===== config.mk =====
export PLATFORM = sky130hd
export DESIGN_NAME = kcpsmx_issue
export DESIGN_NICKNAME = d
export VERILOG_FILES = /design/src/rtl/kcpsmx_issue_pkg.sv /design/src/rtl/kcpsmx_issue_regfile.sv /design/src/rtl/kcpsmx_issue.sv
export SDC_FILE = /design/constraint.sdc
export NUM_CORES = 1
export LEC_CHECK = 0
export ABC_CLOCK_PERIOD_IN_PS = 3200
export CORE_ASPECT_RATIO = 1.25
export CORE_MARGIN = 2
export CORE_UTILIZATION = 50
export DETAILED_ROUTE_END_ITERATION = 8
export GPL_TIMING_DRIVEN = 0
export PLACE_DENSITY = 0.72
export REMOVE_ABC_BUFFERS = 1
export SLEW_MARGIN = 20
export SYNTH_ARGS = -nofsm -noshare
export SYNTH_HDL_FRONTEND = slang
export SYNTH_SLANG_ARGS = --single-unit

===== constraint.sdc =====
create_clock -name clk -period 3.2 [get_ports clk]
set_clock_uncertainty 0.05 [all_clocks]
set_input_delay 0.32 -clock clk [delete_from_list [all_inputs] [get_ports clk]]
set_output_delay 0.32 -clock clk [all_outputs]
set_load 0.05 [all_outputs]

===== src/rtl/kcpsmx_issue_pkg.sv =====
// Shared KCPSM3 decode definitions for the issue stage: opcodes, shift codes,
// instruction field positions and opcode classification helpers.
package kcpsmx3_inc;

  localparam int OPERAND_WIDTH = 8;

  localparam int OPCODE_MSB      = 17;
  localparam int OPCODE_LSB      = 13;
  localparam int OPB_SEL_BIT     = 12;
  localparam int SX_MSB          = 11;
  localparam int SX_LSB          = 8;
  localparam int SY_MSB          = 7;
  localparam int SY_LSB          = 4;
  localparam int KK_MSB          = 7;
  localparam int KK_LSB          = 0;
  localparam int SHIFT_DIR_BIT   = 3;
  localparam int SHIFT_OP_MSB    = 2;
  localparam int SHIFT_OP_LSB    = 1;
  localparam int SHIFT_CONST_BIT = 0;

  typedef enum logic [4:0] {
    OP_LOAD    = 5'h00,
    OP_AND     = 5'h05,
    OP_OR      = 5'h06,
    OP_XOR     = 5'h07,
    OP_TEST    = 5'h09,
    OP_COMPARE = 5'h0A,
    OP_ADD     = 5'h0C,
    OP_ADDCY   = 5'h0D,
    OP_SUB     = 5'h0E,
    OP_SUBCY   = 5'h0F,
    OP_RS      = 5'h10
  } opcode_t;

  // Names pair the right/left variants that share a fill-bit source.
  typedef enum logic [1:0] {
    SHIFT_SA     = 2'b00,
    SHIFT_RL_SRX = 2'b01,
    SHIFT_RR_SLX = 2'b10,
    SHIFT_SC     = 2'b11
  } shift_op_t;

  function automatic logic is_alu_op(input logic [4:0] op);
    case (op)
      OP_LOAD, OP_AND, OP_OR, OP_XOR, OP_TEST, OP_COMPARE,
      OP_ADD, OP_ADDCY, OP_SUB, OP_SUBCY, OP_RS: return 1'b1;
      default: return 1'b0;
    endcase
  endfunction

  function automatic logic writes_sx(input logic [4:0] op);
    case (op)
      OP_LOAD, OP_AND, OP_OR, OP_XOR, OP_ADD, OP_ADDCY,
      OP_SUB, OP_SUBCY, OP_RS: return 1'b1;
      default: return 1'b0;
    endcase
  endfunction

  function automatic logic updates_flags(input logic [4:0] op);
    return is_alu_op(op) && (op != OP_LOAD);
  endfunction

endpackage


===== src/rtl/kcpsmx_issue_regfile.sv =====
// s0..sF register file: two registered read ports, one write port.
// A read and write of the same register on one edge returns the old value.
module kcpsmx_regfile #(
  parameter int NUM_REGS = 16,
  parameter int ADDR_W   = $clog2(NUM_REGS),
  parameter int DATA_W   = 8
) (
  input  logic              clk,
  input  logic              reset,
  input  logic              rd_en,
  input  logic [ADDR_W-1:0] rd_addr_a,
  input  logic [ADDR_W-1:0] rd_addr_b,
  output logic [DATA_W-1:0] rd_data_a,
  output logic [DATA_W-1:0] rd_data_b,
  input  logic              wr_en,
  input  logic [ADDR_W-1:0] wr_addr,
  input  logic [DATA_W-1:0] wr_data
);

  logic [DATA_W-1:0] regs [NUM_REGS];

  always_ff @(posedge clk) begin
    if (reset) begin
      for (int i = 0; i < NUM_REGS; i++) regs[i] <= '0;
      rd_data_a <= '0;
      rd_data_b <= '0;
    end else begin
      if (wr_en) regs[wr_addr] <= wr_data;
      if (rd_en) begin
        rd_data_a <= regs[rd_addr_a];
        rd_data_b <= regs[rd_addr_b];
      end
    end
  end

endmodule


===== src/rtl/kcpsmx_issue.sv =====
// KCPSM3 decode/issue + writeback stage in front of kcpsmx_alu.
// Define KCPSMX_ISSUE_FWD_EN for a RAW bypass; otherwise RAW hazards stall one cycle.
module kcpsmx_issue
  import kcpsmx3_inc::*;
#(
  parameter int INSTR_WIDTH = 18,
  parameter int NUM_REGS    = 16,
  localparam int REG_ADDR_W = $clog2(NUM_REGS)
) (
  input  logic                     clk,
  input  logic                     reset,
  input  logic                     instr_valid,
  output logic                     instr_ready,
  input  logic [INSTR_WIDTH-1:0]   instr,
  input  logic                     flush,
  input  logic                     hold,
  output opcode_t                  alu_operation,
  output shift_op_t                alu_shift_operation,
  output logic                     alu_shift_direction,
  output logic                     alu_shift_constant,
  output logic [OPERAND_WIDTH-1:0] alu_operand_a,
  output logic [OPERAND_WIDTH-1:0] alu_operand_b,
  output logic                     alu_carry_in,
  input  logic [OPERAND_WIDTH-1:0] alu_result,
  input  logic                     alu_zero,
  input  logic                     alu_carry,
  output logic                     zero_flag,
  output logic                     carry_flag,
  output logic                     wb_valid,
  output logic [REG_ADDR_W-1:0]    wb_addr,
  output logic [OPERAND_WIDTH-1:0] wb_data,
  output logic                     unsup_pulse
);

  logic [4:0]               in_op;
  logic                     in_sel;
  logic [REG_ADDR_W-1:0]    in_sx, in_sy;
  logic [7:0]               in_kk;

  logic                     e_valid, e_sel;
  logic [4:0]               e_op;
  logic [REG_ADDR_W-1:0]    e_sx;
  logic [7:0]               e_kk;

  logic                     accept, retire, raw_stall;
  logic                     fwd_a, fwd_b;
  logic [OPERAND_WIDTH-1:0] fwd_data;
  logic [OPERAND_WIDTH-1:0] rd_a, rd_b;

  assign in_op  = instr[OPCODE_MSB:OPCODE_LSB];
  assign in_sel = instr[OPB_SEL_BIT];
  assign in_sx  = instr[SX_MSB:SX_LSB];
  assign in_sy  = instr[SY_MSB:SY_LSB];
  assign in_kk  = instr[KK_MSB:KK_LSB];

  assign instr_ready = !reset && !flush && !(e_valid && hold) && !raw_stall;
  assign accept      = instr_valid && instr_ready;
  assign retire      = e_valid && !hold && !flush && !reset;

  assign wb_valid    = retire && writes_sx(e_op);
  assign wb_addr     = wb_valid ? e_sx : '0;
  assign wb_data     = wb_valid ? alu_result : '0;
  assign unsup_pulse = retire && !is_alu_op(e_op);

`ifdef KCPSMX_ISSUE_FWD_EN
  assign raw_stall = 1'b0;

  // The register being written this edge is not visible through the
  // registered read, so the incoming ALU result is captured alongside it.
  always_ff @(posedge clk) begin
    if (reset) begin
      fwd_a    <= 1'b0;
      fwd_b    <= 1'b0;
      fwd_data <= '0;
    end else if (accept) begin
      fwd_a    <= wb_valid && (in_sx == e_sx);
      fwd_b    <= wb_valid && in_sel && (in_sy == e_sx);
      fwd_data <= alu_result;
    end
  end
`else
  assign raw_stall = e_valid && instr_valid && writes_sx(e_op) &&
                     ((in_sx == e_sx) || (in_sel && (in_sy == e_sx)));
  assign fwd_a    = 1'b0;
  assign fwd_b    = 1'b0;
  assign fwd_data = '0;
`endif

  always_ff @(posedge clk) begin
    if (reset) begin
      e_valid <= 1'b0;
      e_op    <= '0;
      e_sel   <= 1'b0;
      e_sx    <= '0;
      e_kk    <= '0;
    end else begin
      if (flush)       e_valid <= 1'b0;
      else if (accept) e_valid <= 1'b1;
      else if (retire) e_valid <= 1'b0;
      if (accept) begin
        e_op  <= in_op;
        e_sel <= in_sel;
        e_sx  <= in_sx;
        e_kk  <= in_kk;
      end
    end
  end

  always_ff @(posedge clk) begin
    if (reset) begin
      zero_flag  <= 1'b0;
      carry_flag <= 1'b0;
    end else if (retire && updates_flags(e_op)) begin
      zero_flag  <= alu_zero;
      carry_flag <= alu_carry;
    end
  end

  kcpsmx_regfile #(
    .NUM_REGS (NUM_REGS),
    .ADDR_W   (REG_ADDR_W),
    .DATA_W   (OPERAND_WIDTH)
  ) u_regfile (
    .clk       (clk),
    .reset     (reset),
    .rd_en     (accept),
    .rd_addr_a (in_sx),
    .rd_addr_b (in_sy),
    .rd_data_a (rd_a),
    .rd_data_b (rd_b),
    .wr_en     (wb_valid),
    .wr_addr   (e_sx),
    .wr_data   (alu_result)
  );

  // Unsupported opcodes present a harmless LOAD to the ALU.
  assign alu_operation       = is_alu_op(e_op) ? opcode_t'(e_op) : OP_LOAD;
  assign alu_shift_direction = (e_op == OP_RS) ? e_kk[SHIFT_DIR_BIT] : 1'b0;
  assign alu_shift_operation = (e_op == OP_RS) ? shift_op_t'(e_kk[SHIFT_OP_MSB:SHIFT_OP_LSB])
                                               : SHIFT_SA;
  assign alu_shift_constant  = (e_op == OP_RS) ? e_kk[SHIFT_CONST_BIT] : 1'b0;
  assign alu_operand_a       = fwd_a ? fwd_data : rd_a;
  assign alu_operand_b       = e_sel ? (fwd_b ? fwd_data : rd_b) : e_kk;
  assign alu_carry_in        = carry_flag;

endmodule

# --- Yosys cells after proc, flatten, opt, wreduce, memory -nomap -nowiden ---
# Memories as Yosys holds them, arrays and structs flattened. A register that Yosys moved wholly into a read port is not among the register bits.
# Cells that the tools add are included.
totals:
  ram_bits: 128
  out_inout_bits: 43
  regBits: 21
  elab_cells: 71
  mem_bits_ro: 160
  input_bits: 33
  memories: 6
mem_list:
  columns: ["memory", "words", "word_bits", "rd", "rd_clocked_by_memory_dff", "write_ports", "line_no", "source"]
  rows:
  - ["u_regfile.regs", 16, 8, 2, 2, 16, "kcpsmx_issue_regfile.sv:20", "logic [DATA_W-1:0] regs [NUM_REGS];"]
  - ["(name not given)", 32, 1, 1, 1, 0, "kcpsmx_issue_pkg.sv:44", "case (op)"]
  - ["(name not given)", 32, 1, 1, 1, 0, "kcpsmx_issue_pkg.sv:44", null]
  - ["(name not given)", 32, 1, 1, 1, 0, "kcpsmx_issue_pkg.sv:52", "case (op)"]
  - ["(name not given)", 32, 1, 1, 1, 0, "kcpsmx_issue_pkg.sv:44", null]
  - ["(name not given)", 32, 1, 1, 1, 0, "kcpsmx_issue_pkg.sv:52", null]
classes:
  n_mux: 28
  eq_ne: 3
  n_reduce_logical: 27
ops:
  columns: ["cell", "n"]
  rows:
  - ["5-bit two-way mux", 11]
  - ["8-bit two-way mux", 3]
  - ["1-bit logical AND", 16]
  - ["1-bit two-way mux", 11]
  - ["4-bit == test", 2]
  - ["4-bit two-way mux", 2]
  - ["8-bit OR reduction", 1]
  - ["1-bit logical NOT", 6]
  - ["5-bit == test (second input constant)", 1]
  - ["5-bit nonzero test", 1]
  - ["2-bit two-way mux", 1]
  - ["2-bit nonzero test", 1]
  - ["2-bit OR reduction", 1]
  - ["1-bit logical OR", 1]

# --- Logic depth before layout (Yosys ltp) ---
# Gate-level depths: netlist (run 1).
logic_depth:
  depth_word: 10
  ltp_mapped: 13
  depth_no_buf: 11

# --- Hierarchy ---
# A second synthesis (run 1) with hierarchy kept.
unflattened:
  cells_unflattened: 783
  area_unflattened_um2: 8856.0
by_module_without_submodules:
  columns: ["mod", "area_per_inst_um2", "seq_area_each_um2", "cells_per_inst", "n_inst"]
  rows:
  - ["kcpsmx_regfile", 7568.5, 4164.0, 637, 1]
  - ["kcpsmx_issue", 1287.5, 460.4, 146, 1]

# --- Worst setup path after synthesis (run 1) ---
# No wires, ideal clock.
synth_timing:
  path_kind: "in2reg"
  from: "input port instr[8]"
  to: "register with a tool-made name"
  cell_stages: 13
  arrival_time_ns: 2.397
  path_buffers: 2
  path_slack_ns: 0.611
  setup_ns: 0.141
  required_ns: 3.009
  cell_sequence: "buf_2 > xnor2_1 > nand4_1 > o41ai_4 > or2_1 > buf_6 > mux2i_1 > or2_1 > ha_1 > ha_1 > inv_1 > o311ai_2 > o221ai_1"
synth_lines:
  columns: ["element", "line_no", "source"]
  rows:
  - ["from (decl)", "kcpsmx_issue.sv:14", "input logic [INSTR_WIDTH-1:0] instr,"]

# --- Worst setup path after layout (run 1) ---
layout_timing:
  from: "input port flush"
  to: "output port wb_addr[2]"
layout_between:
  elab_chain_cells: 5
layout_rtl:
  columns: ["element", "line_no", "source"]
  rows:
  - ["from (decl)", "kcpsmx_issue.sv:15", "input logic flush,"]
  - ["1-bit logical NOT", "kcpsmx_issue.sv:58", "assign retire = e_valid && !hold && !flush && !reset;"]
  - ["1-bit logical AND (2 in series)", "kcpsmx_issue.sv:58", null]
  - ["1-bit logical AND", "kcpsmx_issue.sv:60", "assign wb_valid = retire && writes_sx(e_op);"]
  - ["4-bit two-way mux", "kcpsmx_issue.sv:61", "assign wb_addr = wb_valid ? e_sx : '0;"]
  - ["to (decl)", "kcpsmx_issue.sv:30", "output logic [REG_ADDR_W-1:0] wb_addr,"]
# Every way passes these cells.

==> run metrics, run 1 <==
detailed-route via count 5673; synth cell count leaders 134 x and2_1, 128 x edfxtp_1, 80 x mux4_2; setup violators final 0; Core Region 17400 um2; type of the worst min-delay path primary input to flip-flop; register bit total from synthesis around 170; unrepaired setup endpoints after global routing no; Total Routing Usage GR between 20% and 30%; routed len/inst between 20 and 25 um; Syn Std Cell Area about 8800 um2; post-synthesis sequential area ratio roughly 53%; Post-Synthesis Cells 648; Remaining DRCs 0; EDFF count, synth between 100 and 150; Final Hold Viols 0; max-slew violations 0; Leak approximately 3.7 nW; Clock transition at path regs ~70 ps; clock period minus final worst setup slack ~3000 ps; fill cell count around 1300; Worst-Margin Slew approximately 950 ps; fmax 0.330 GHz; GP Congestion 0.885; final period utilization 94.7%; post-route insts no fill 937; remaining global-route overflow 0; CTS Sinks approximately 170; Die Ht between 150 and 200 um; Via density between 6 and 7; I/O Buffers 75; first-pass GRT wire length approximately 35000 um; Max stage delay on crit path 800 ps; Yosys warnings 0; dpl cell area a little under 10000 um2; share of cells above drive strength 1 22.7%; crit path max fanout 5; placed cells 900; hold_ws about 230 ps; Clock Path Buffers 2; worst endpoint required time between 2000 and 3000 ps; total of max-cap violations 0; final instance area between 10000 and 15000 um2; utilization after layout 58.9%; Worst setup EP type output port; CTS tree done; worst vdd ir between 0.3 and 0.4 mV; DRT iter0 DRCs between 500 and 600; Ant. Diodes 0; worst skew pair latency between 400 and 500 ps; startpoint types primary input; Top-Level Pins 76; total CTS buffers 17; ranking of synthesized cells by area edfxtp_1 44%, mux4_2 21%, and2_1 9.5%; status finished clean; row cnt 54; CTS H-Tree Depth 4; vias in the first global route ~5900; area added between synthesis and finish 16.4%; Post-synth top flop edfxtp_1; CP Data Arrival Time 2660 ps; total design power 4.97 mW; leading area contributor after synthesis edfxtp_1; Sum Neg Setup Slack 0 ps; width of the chip about 120 um; clock root buffer clkbuf_16; Mean Syn Cell Area 13.6 um2; Final ANT Viol Nets 0; Initial Util between 50 and 60%; initial antenna violation count 0; drt first pass iters 5; top-area cell type share of the netlist area 43.8%; Setup CP Type primary input to output port; post-place setup slack -969 ps; most common cell in the netlist and2_1; Post-Route WL between 20000 and 25000 um; most used cell, CP clkdlybuf4s50_1; critical path's slowest cell clkdlybuf4s50_1; post-synthesis cell type count between 40 and 50; Die Area around 19000 um2; crit-path cells clkdlybuf4s50_1 > nor4b_4 > buf_4 > and2_1 > nand2_1 > inv_1 > clkdlybuf4s50_1; HPWL Detailed 15700 um; pin count of the biggest net entering global routing 39; Synth async-reset ratio 0%; Rel. slew slack 36.3%; Setup WS post-layout between 150 and 200 ps; Power per Cell Area around 500 nW/um2; nets@finish 735
[logic make-up (layout without fill, tap and decap cells)]
logic type | count (synthesis) | after routing | synth area share, %
AND/OR/NAND/NOR | 280 | 281 | 17.9
flip-flops | 167 | 167 | 52.7
multiplexers | 92 | 92 | 22.0
buffers and inverters | 56 | 120 | 3.19
AO/OA/AOI/OAI | 43 | 43 | 3.16
XOR/XNOR | 8 | 8 | 0.798
adder cells (fa/ha/maj) | 2 | 2 | 0.285
[cell usage in the layout (no fill, tap or decap), types with 4 or more instances in the layout]
cell type and n:
and2_1 134, edfxtp_1 128, mux4_2 80, clkdlybuf4s50_1 67, nand2_1 66, dfxtp_1 35, a21oi_1 32, nor2_1 17
or2_2 17, clkbuf_16 17, and3_1 15, mux2_2 8, nor3_1 7, inv_1 6, nand2b_1 6, xnor2_1 5
inv_8 5, inv_6 5, buf_4 5, mux2i_1 4
[state kept, by name, indices dropped and copies added (netlist names), named ones only]
register             count
u_regfile.regs         128
u_regfile.rd_data_b      8
u_regfile.rd_data_a      8
e_op                     5
zero_flag                1
alu_carry_in             1
e_valid                  1
e_sel                    1
e_kk                     8
e_sx                     4
[where the power goes]
part | total, mW | switching (mW) | internal (mW)
clock network | 1.99 | 0.955 | 1.04
registers | 2.45 | 0.0576 | 2.40
logic | 0.525 | 0.289 | 0.236
total | 4.97 | 1.30 | 3.67
[repair_timing]
item | in CTS | in global routing
pin swaps | 3 | 0
hold buffers | 0 | 0
setup endpoints to repair | 12 | 2
resized for setup | 6 | 7
setup buffers | 4 | 0
cloned | 1 | 0
[critical path: cells and delay by family]
family	cells	cell delay, ps
simple gates	3	770
buf+inv	4	1570
[layout make-up]
class | count | area, um2 | area share, %
Clock buffer | 18 | 429 | 4.20
Clock inverter | 14 | 133 | 1.30
Inverter | 6 | 22.5 | 0.220
Multi-Input combinational cell | 426 | 3910 | 38.3
Sequential cell | 167 | 4630 | 45.3
Tap cell | 224 | 280 | 2.74
Timing Repair Buffer | 82 | 817 | 7.99
[per-layer routing]
metal,track usage [%],routed length [um],up-vias
li1,-,-,2511
met1,32.0,8610,2858
met5,0,0,-
met4,10.8,821,0
met3,4.79,1510,42
met2,43.5,11800,262
[worst paths after layout]
path / slack [ps] / depth (start not counted) / to / start
setup reg to reg: 210 / 11 / flip-flop / e_sx[0]
setup / recovery: 170 / 7 / wb_addr[2] / flush
hold / removal: 230 / 3 / e_sx[1] / instr[9]
hold reg to reg: 410 / 2 / u_regfile.rd_data_b[0] / u_regfile.rd_data_b[0]
No activity file was read; power rests on OpenSTA's default activity.
==> run 2, diff against run 1 <==
--- a/config.mk
+++ b/config.mk
@@ -9,6 +9,7 @@
 export CORE_ASPECT_RATIO = 1.25
 export CORE_MARGIN = 2
 export CORE_UTILIZATION = 50
+export CTS_CLUSTER_SIZE = 28
 export DETAILED_ROUTE_END_ITERATION = 8
 export GPL_TIMING_DRIVEN = 0
 export PLACE_DENSITY = 0.72
@@ -16,4 +17,5 @@
 export SLEW_MARGIN = 20
 export SYNTH_ARGS = -nofsm -noshare
 export SYNTH_HDL_FRONTEND = slang
+export SYNTH_HIERARCHICAL = 1
 export SYNTH_SLANG_ARGS = --single-unit
==> run 2 against run 1 <==
  * Global-route usage fell by 0.12 points
  * Hold slack got worse by 85 ps
  * Fmax rose by 1.0%
  * First-iteration DRC count rose by 33%
  * Register-to-register slack improved by 150 ps
  * Count of clock-buffer cells in the layout fell by 1
  * Sequential share of layout area fell by 0.46 points
  * Synthesized cell count rose by 21%
  * Worst setup slack improved by 31 ps
  * Flip-flop and latch count did not move
  * Critical endpoint is now alu_shift_direction
==> run metrics, run 2 <==
Total Routing Usage GR 25.5% (was 25.7%); vias in the first global route 6415 (was 5902); Clock Path Buffers 2 (unchanged); GP Congestion 0.963 (was 0.885); critical path's top delay family simple AND/OR/NAND/NOR gates (was buffers and inverters); Via density 6.02 (was 6.05); I/O Buffers 75 (unchanged); Ant. Diodes 0 (unchanged); width of the chip 123 um (about the same); logic gate share of total power 10.4% (was 10.6%); Synth async-reset ratio 0% (unchanged); Power per Cell Area 485 nW/um2 (was 486 nW/um2); worst vdd ir 0.342 mV (was 0.334 mV); leading area contributor after synthesis edfxtp_1 (unchanged); DRT iter0 DRCs 750 (was 563); crit path max fanout 5 (unchanged); Net Sw Power 1.30 mW (about the same); Pint 3.70 mW (was 3.67 mW); ranking of synthesized cells by area edfxtp_1 43%, mux2i_1 16%, and2_1 10% (was edfxtp_1 44%, mux4_2 21%, and2_1 9.5%); pin count of the biggest net entering global routing 40 (was 39); CP Data Arrival Time 2630 ps (was 2660 ps); EDFF count, synth 128 (unchanged); reg2reg path depth 9 (was 11); routed length on met2 11300 um (was 11800 um); Core Region 17400 um2 (about the same); unrepaired setup endpoints after global routing no (unchanged); Syn Std Cell Area 8860 um2 (was 8780 um2); Post-Synthesis Cells 783 (was 648); remaining global-route overflow 0 (unchanged); most common cell after layout, fill and taps aside and2_1 (unchanged); fill cell count 1380 (was 1342); total design power 5.00 mW (was 4.97 mW); Remaining DRCs 0 (unchanged); Yosys warnings 6 (was 0); synth cell count leaders 147 x and2_1, 143 x mux2i_1, 128 x edfxtp_1 (was 134 x and2_1, 128 x edfxtp_1, 80 x mux4_2); type of the worst min-delay path primary input to flip-flop (unchanged); post-synthesis sequential area ratio 52.2% (was 52.7%); register bit total from synthesis 167 (unchanged); final period utilization 93.7% (was 94.7%); nets@finish 869 (was 735); Max stage delay on crit path 820 ps (was 800 ps); startpoint types flip-flop (was primary input); max layer used met4 (unchanged); top-area cell type share of the netlist area 43.4% (was 43.8%); Hold Path Depth 2 (was 3); row cnt 54 (unchanged); area occupied by registers 4630 um2 (about the same); worst skew pair latency 430 ps (was 440 ps); drt first pass iters 6 (was 5); share of cells above drive strength 1 9.68% (was 22.7%); CP Buf/Inv Count 1 (was 4); critical path depth 3 (was 7); crit-path cells nor4_1 > and3_1 > clkdlybuf4s50_1 (was clkdlybuf4s50_1 > nor4b_4 > buf_4 > and2_1 > nand2_1 > inv_1 > clkdlybuf4s50_1); Clock transition at path regs 70 ps (about the same); CTS Sinks 167 (unchanged); Setup CP Type flip-flop to output port (was primary input to output port); Final ANT Viol Nets 0 (unchanged); fmax 0.333 GHz (was 0.330 GHz); most common cell in the netlist and2_1 (unchanged); sw frac 25.9% (was 26.2%); Worst setup EP type output port (unchanged); max-slew violations 0 (unchanged); CTS H-Tree Depth 4 (unchanged); clock root buffer clkbuf_16 (unchanged); Rel. slew slack 22.6% (was 36.3%); Final Hold Viols 0 (unchanged); total CTS buffers 17 (unchanged); Clock Power Share 40.5% (was 40.1%); worst endpoint required time 2830 ps (about the same); Post-synth top flop edfxtp_1 (unchanged); Die Ht 153 um (was 152 um); total of max-cap violations 0 (unchanged); multi-input logic area 3970 um2 (was 3910 um2); Leak 4.16 nW (was 3.67 nW); status finished clean (unchanged); part of the power in registers 49.2% (was 49.4%); routed len/inst 22.0 um (was 24.3 um); most frequent cells in the layout 147 x and2_1, 143 x mux2i_1, 128 x edfxtp_1 (was 134 x and2_1, 128 x edfxtp_1, 80 x mux4_2); initial antenna violation count 0 (unchanged); first-pass GRT wire length 35900 um (was 34700 um); CTS tree done (unchanged); wire length on met3 1830 um (was 1510 um); Worst-Margin Slew 1160 ps (was 948 ps); Top reg by flops u_regfile/regs (was u_regfile.regs); met1 WL 9550 um (was 8610 um); max reg flops 128 (unchanged); Mean Syn Cell Area 11.3 um2 (was 13.6 um2); hold_ws 141 ps (was 226 ps); area added between synthesis and finish 16.5% (was 16.4%); Post-Route WL 23600 um (was 22800 um); HPWL Detailed 16700 um (was 15700 um); Initial Util 50.8% (was 50.6%); Top-Level Pins 76 (unchanged); Die Area 18800 um2 (was 18600 um2); post-synthesis cell type count 39 (was 41); setup violators final 0 (unchanged); clock period minus final worst setup slack 3000 ps (was 3030 ps); critical path's slowest cell nor4_1 (was clkdlybuf4s50_1); detailed-route via count 6447 (was 5673)
-- run 2: cell count changes in the layout (fill, tap and decap cells not counted), sizes merged, moves of 5 or more --
cell           change
mux2i            +139
mux4              -80
a22oi             +48
nand3             +47
nand2             -21
nor2              +17
and2              +13
a21oi             -11
and3              -10
buf                -6
clkdlybuf4s50      +5
-- run 2: what timing repair did --
action,CTS,global route
gates resized for setup,3,7
hold buffers,0,0
setup buffers,0,0
endpoints found under the setup margin,18,46
-- run 2: cell type report --
cell class	instances	share of cell area (%)
timing repair buffer	78	7.98
sequential	167	44.8
clock inverter	15	1.50
tap	224	2.72
clock buffer	17	4.12
inverter	9	0.327
multi-input combinational	561	38.5
-- run 2: kinds of logic (layout without fill, tap and decap cells) --
group	Yosys count	after routing	share of synthesized area [%]
and+or+nand+nor	324	324	20.2
xor gates and xnor gates	8	8	0.791
buffers and inverters	55	119	3.22
DFF	167	167	52.2
AOI/OAI and AO/OA	76	76	6.12
adders and majority gates	2	2	0.283
muxes	151	151	17.2
-- run 2: per-layer routing --
metal / global-route usage [%] / vias to the layer above
met3: 5.50 / 65
met2: 41.5 / 348
met5: 0 / -
li1: - / 2917
met4: 11.2 / 0
met1: 32.6 / 3117
-- run 2: worst paths after layout --
path	start	slack [ps]	end
max	e_op[0]	200	alu_shift_direction
min	reset	140	alu_carry_in
max reg2reg	e_sx[0]	360	u_regfile/rd_data_b[2]
min reg2reg	u_regfile/rd_data_a[4]	420	u_regfile/rd_data_a[4]
-- run 2: worst reg2reg max path, stage by stage (launching register included) --
cell and delay [ps]:
dfxtp_1 540, xnor2_1 120, nand4_1 120, o211ai_1 160, or2_4 420, inv_1 300
nand2b_1 140, nor2_1 560, nand3_1 230, nand3_1 140
-- run 2: power by group through the flow --
stage,clock (mW),sequential (mW),combinational [mW]
final,2.02,2.46,0.518
after detailed placement,0,2.50,0.509
after global routing,2.14,2.47,0.547
after global placement,0,2.50,0.519
after floorplan,0,2.50,0.258
after CTS,2.04,2.46,0.511
-- run 2: stage by stage --
| stage | instance area (um2) | cells | utilization, % | setup WS, ps | setup TNS [ps] |
|---|---|---|---|---|---|
| final | 10300 | 1071 | 59.2 | 200 | 0 |
| after global routing | 10300 | 1071 | 59.2 | 59.0 | 0 |
| after global placement | 9640 | 1036 | 55.3 | -3620 | -434760 |
| after floorplan | 8600 | 737 | - | 342 | 0 |
| after CTS | 10300 | 1071 | 59.0 | 8.28 | 0 |
| after detailed placement | 9710 | 1039 | 55.7 | -996 | -28790 |
==> run 3, diff against run 2 <==
--- a/config.mk
+++ b/config.mk
@@ -11,8 +11,10 @@
 export CORE_UTILIZATION = 50
 export CTS_CLUSTER_SIZE = 28
 export DETAILED_ROUTE_END_ITERATION = 8
+export DONT_BUFFER_PORTS = 1
 export GPL_TIMING_DRIVEN = 0
-export PLACE_DENSITY = 0.72
+export PLACE_DENSITY = 0.66
+export RECOVER_POWER = 25
 export REMOVE_ABC_BUFFERS = 1
 export SLEW_MARGIN = 20
 export SYNTH_ARGS = -nofsm -noshare
==> run 3 against run 2 <==
  * Sequential power about the same
  * Die area stayed put
  * Combinational power fell by 32%
  * First-iteration DRC count fell by 21%
  * Sequential share of layout area grew 3.0 points
  * Via count down 5.1%
  * Critical path depth up 1
  * Cell area down 6.3%
  * Flip-flop and latch count did not move
  * Routed wire length is 0.31% higher
  * Hold slack lost 110 ps
==> run metrics, run 3 (same netlist as run 2, synthesis figures left out) <==
type of the worst min-delay path primary input to flip-flop (unchanged); Setup crit start e_valid (was e_op[0]); worst skew pair latency 430 ps (about the same); Final ANT Viol Nets 0 (unchanged); Top-Level Pins 76 (unchanged); post-route insts no fill 1011 (was 1071); placed cells 961 (was 1039); first-pass GRT wire length 35800 um (was 35900 um); DRT iter0 DRCs 589 (was 750); Die Ht 153 um (unchanged); nets@finish 809 (was 869); Rel. slew slack 34.1% (was 22.6%); Max stage delay on crit path 840 ps (was 820 ps); Clock transition at path regs 60 ps (was 70 ps); status finished clean (unchanged); remaining global-route overflow 0 (unchanged); multi-input logic area 3970 um2 (about the same); Sum Neg Setup Slack 0 ps (unchanged); R2R Path Start e_valid (was e_sx[0]); met1 Track Usage GR 32.4% (was 32.6%); total design power 4.88 mW (was 5.00 mW); Initial Util 50.8% (unchanged); CP Buf/Inv Count 0 (was 1); met2 global-route usage 42.0% (was 41.5%); CTS tree done (unchanged); fill cell count 1500 (was 1380); critical path's slowest cell nor3_1 (was nor4_1); Ant. Diodes 0 (unchanged); Worst setup EP type flip-flop (was output port); Post-Route WL 23700 um (was 23600 um); row cnt 54 (unchanged); Leak 3.88 nW (was 4.16 nW); share of cells above drive strength 1 8.26% (was 9.68%); Via density 6.05 (was 6.02); width of the chip 123 um (unchanged); Total Routing Usage GR 25.6% (was 25.5%); fmax 0.339 GHz (was 0.333 GHz); Final Hold Viols 0 (unchanged); most common cell after layout, fill and taps aside mux2i_1 (was and2_1); clock root buffer clkbuf_16 (unchanged); max reg flops 128 (unchanged); unrepaired setup endpoints after global routing no (unchanged); vias in the first global route 6160 (was 6415); area added between synthesis and finish 9.13% (was 16.5%); Clock Path Buffers 2 (unchanged); area occupied by registers 4630 um2 (unchanged); CP Data Arrival Time 3010 ps (was 2630 ps); Top reg by flops u_regfile/regs (unchanged); final period utilization 92.2% (was 93.7%); hold path startpoint hold (was reset); CTS Sinks 167 (unchanged); pin count of the biggest net entering global routing 67 (was 40); setup violators final 0 (unchanged); clock period minus final worst setup slack 2950 ps (was 3000 ps); hold_ws 29.0 ps (was 141 ps); max-slew violations 0 (unchanged); Power per Cell Area 505 nW/um2 (was 485 nW/um2); worst vdd ir 0.387 mV (was 0.342 mV); Core Region 17400 um2 (unchanged); GRT Max-Usage Layer met2 (unchanged); total of max-cap violations 0 (unchanged); CTS H-Tree Depth 4 (unchanged); total CTS buffers 17 (unchanged); startpoint types flip-flop (unchanged); I/O Buffers 0 (was 75); drt first pass iters 5 (was 6); detailed-route via count 6120 (was 6447); crit path max fanout 16 (was 5); initial antenna violation count 0 (unchanged); Setup CP Type flip-flop to flip-flop (was flip-flop to output port); worst endpoint required time 3260 ps (was 2830 ps); critical path's top delay family simple AND/OR/NAND/NOR gates (unchanged); Worst-Margin Slew 980 ps (was 1160 ps); Remaining DRCs 0 (unchanged); Die Area 18800 um2 (unchanged); M3 GR Usage 6.18% (was 5.50%); most frequent cells in the layout 143 x mux2i_1, 128 x edfxtp_1, 114 x and2_1 (was 147 x and2_1, 143 x mux2i_1, 128 x edfxtp_1); crit-path cells and3_2 > nand4b_1 > nor3_1 > or2_2 (was nor4_1 > and3_1 > clkdlybuf4s50_1); routed len/inst 23.4 um (was 22.0 um); HPWL Detailed 16100 um (was 16700 um); GP Congestion 0.871 (was 0.963)
[run 3: cell types whose count changed in the layout (fill, tap and decap cells not counted), moves of 6 or more]
| cell | change |
|---|---|
| inv_6 | -6 |
| clkdlybuf4s50_1 | -72 |
| dlygate4sd3_1 | +15 |
| mux2_2 | -8 |
| and2_0 | +33 |
| and2_1 | -33 |
| mux2_1 | +8 |
[run 3: final timing paths]
kind                                  to  slack, ps  depth (start not counted)
setup reg to reg    u_regfile/regs[3][3]        250                          4
setup / recovery    u_regfile/regs[3][3]        250                          4
hold reg to reg   u_regfile/rd_data_b[0]        420                          2
hold / removal                   e_valid         30                          2
[run 3: timing repair]
item,CTS,global route
setup buffers,0,3
hold buffers,14,1
hold endpoints to repair,18,1
pin swaps,0,1
setup endpoints to repair,34,26
resized for setup,6,4
[run 3: per-layer routing]
layer  part of all wire, %  up-vias
met2                    49      221
met4                   3.1        0
met5                     0        -
met1                    41     3061
met3                   7.1       32
li1                      -     2806
[run 3: cell type report]
| class | count | area share, % |
|---|---|---|
| clock buffers | 19 | 4.48 |
| clock inverters | 13 | 1.59 |
| inverters | 9 | 0.350 |
| multi-input cells | 561 | 41.1 |
| flip-flops and latches | 167 | 47.9 |
| well taps | 224 | 2.90 |
| repair buffers | 18 | 1.75 |
[run 3: report_power, final]
part / leakage, nW / switching, mW / internal [mW]
clock: 0.274 / 0.836 / 1.22
combinational: 1.97 / 0.207 / 0.146
sequential: 1.64 / 0.0706 / 2.40
[run 3: stage by stage]
stage               setup WS (ps)  util, %  instance area (um2)
floorplan                     342        -                 8600
global placement             -486     51.0                 8880
detailed placement           -570     51.1                 8900
CTS                          16.9     55.3                 9640
global route                  139     55.4                 9660
finish                        251     55.4                 9660
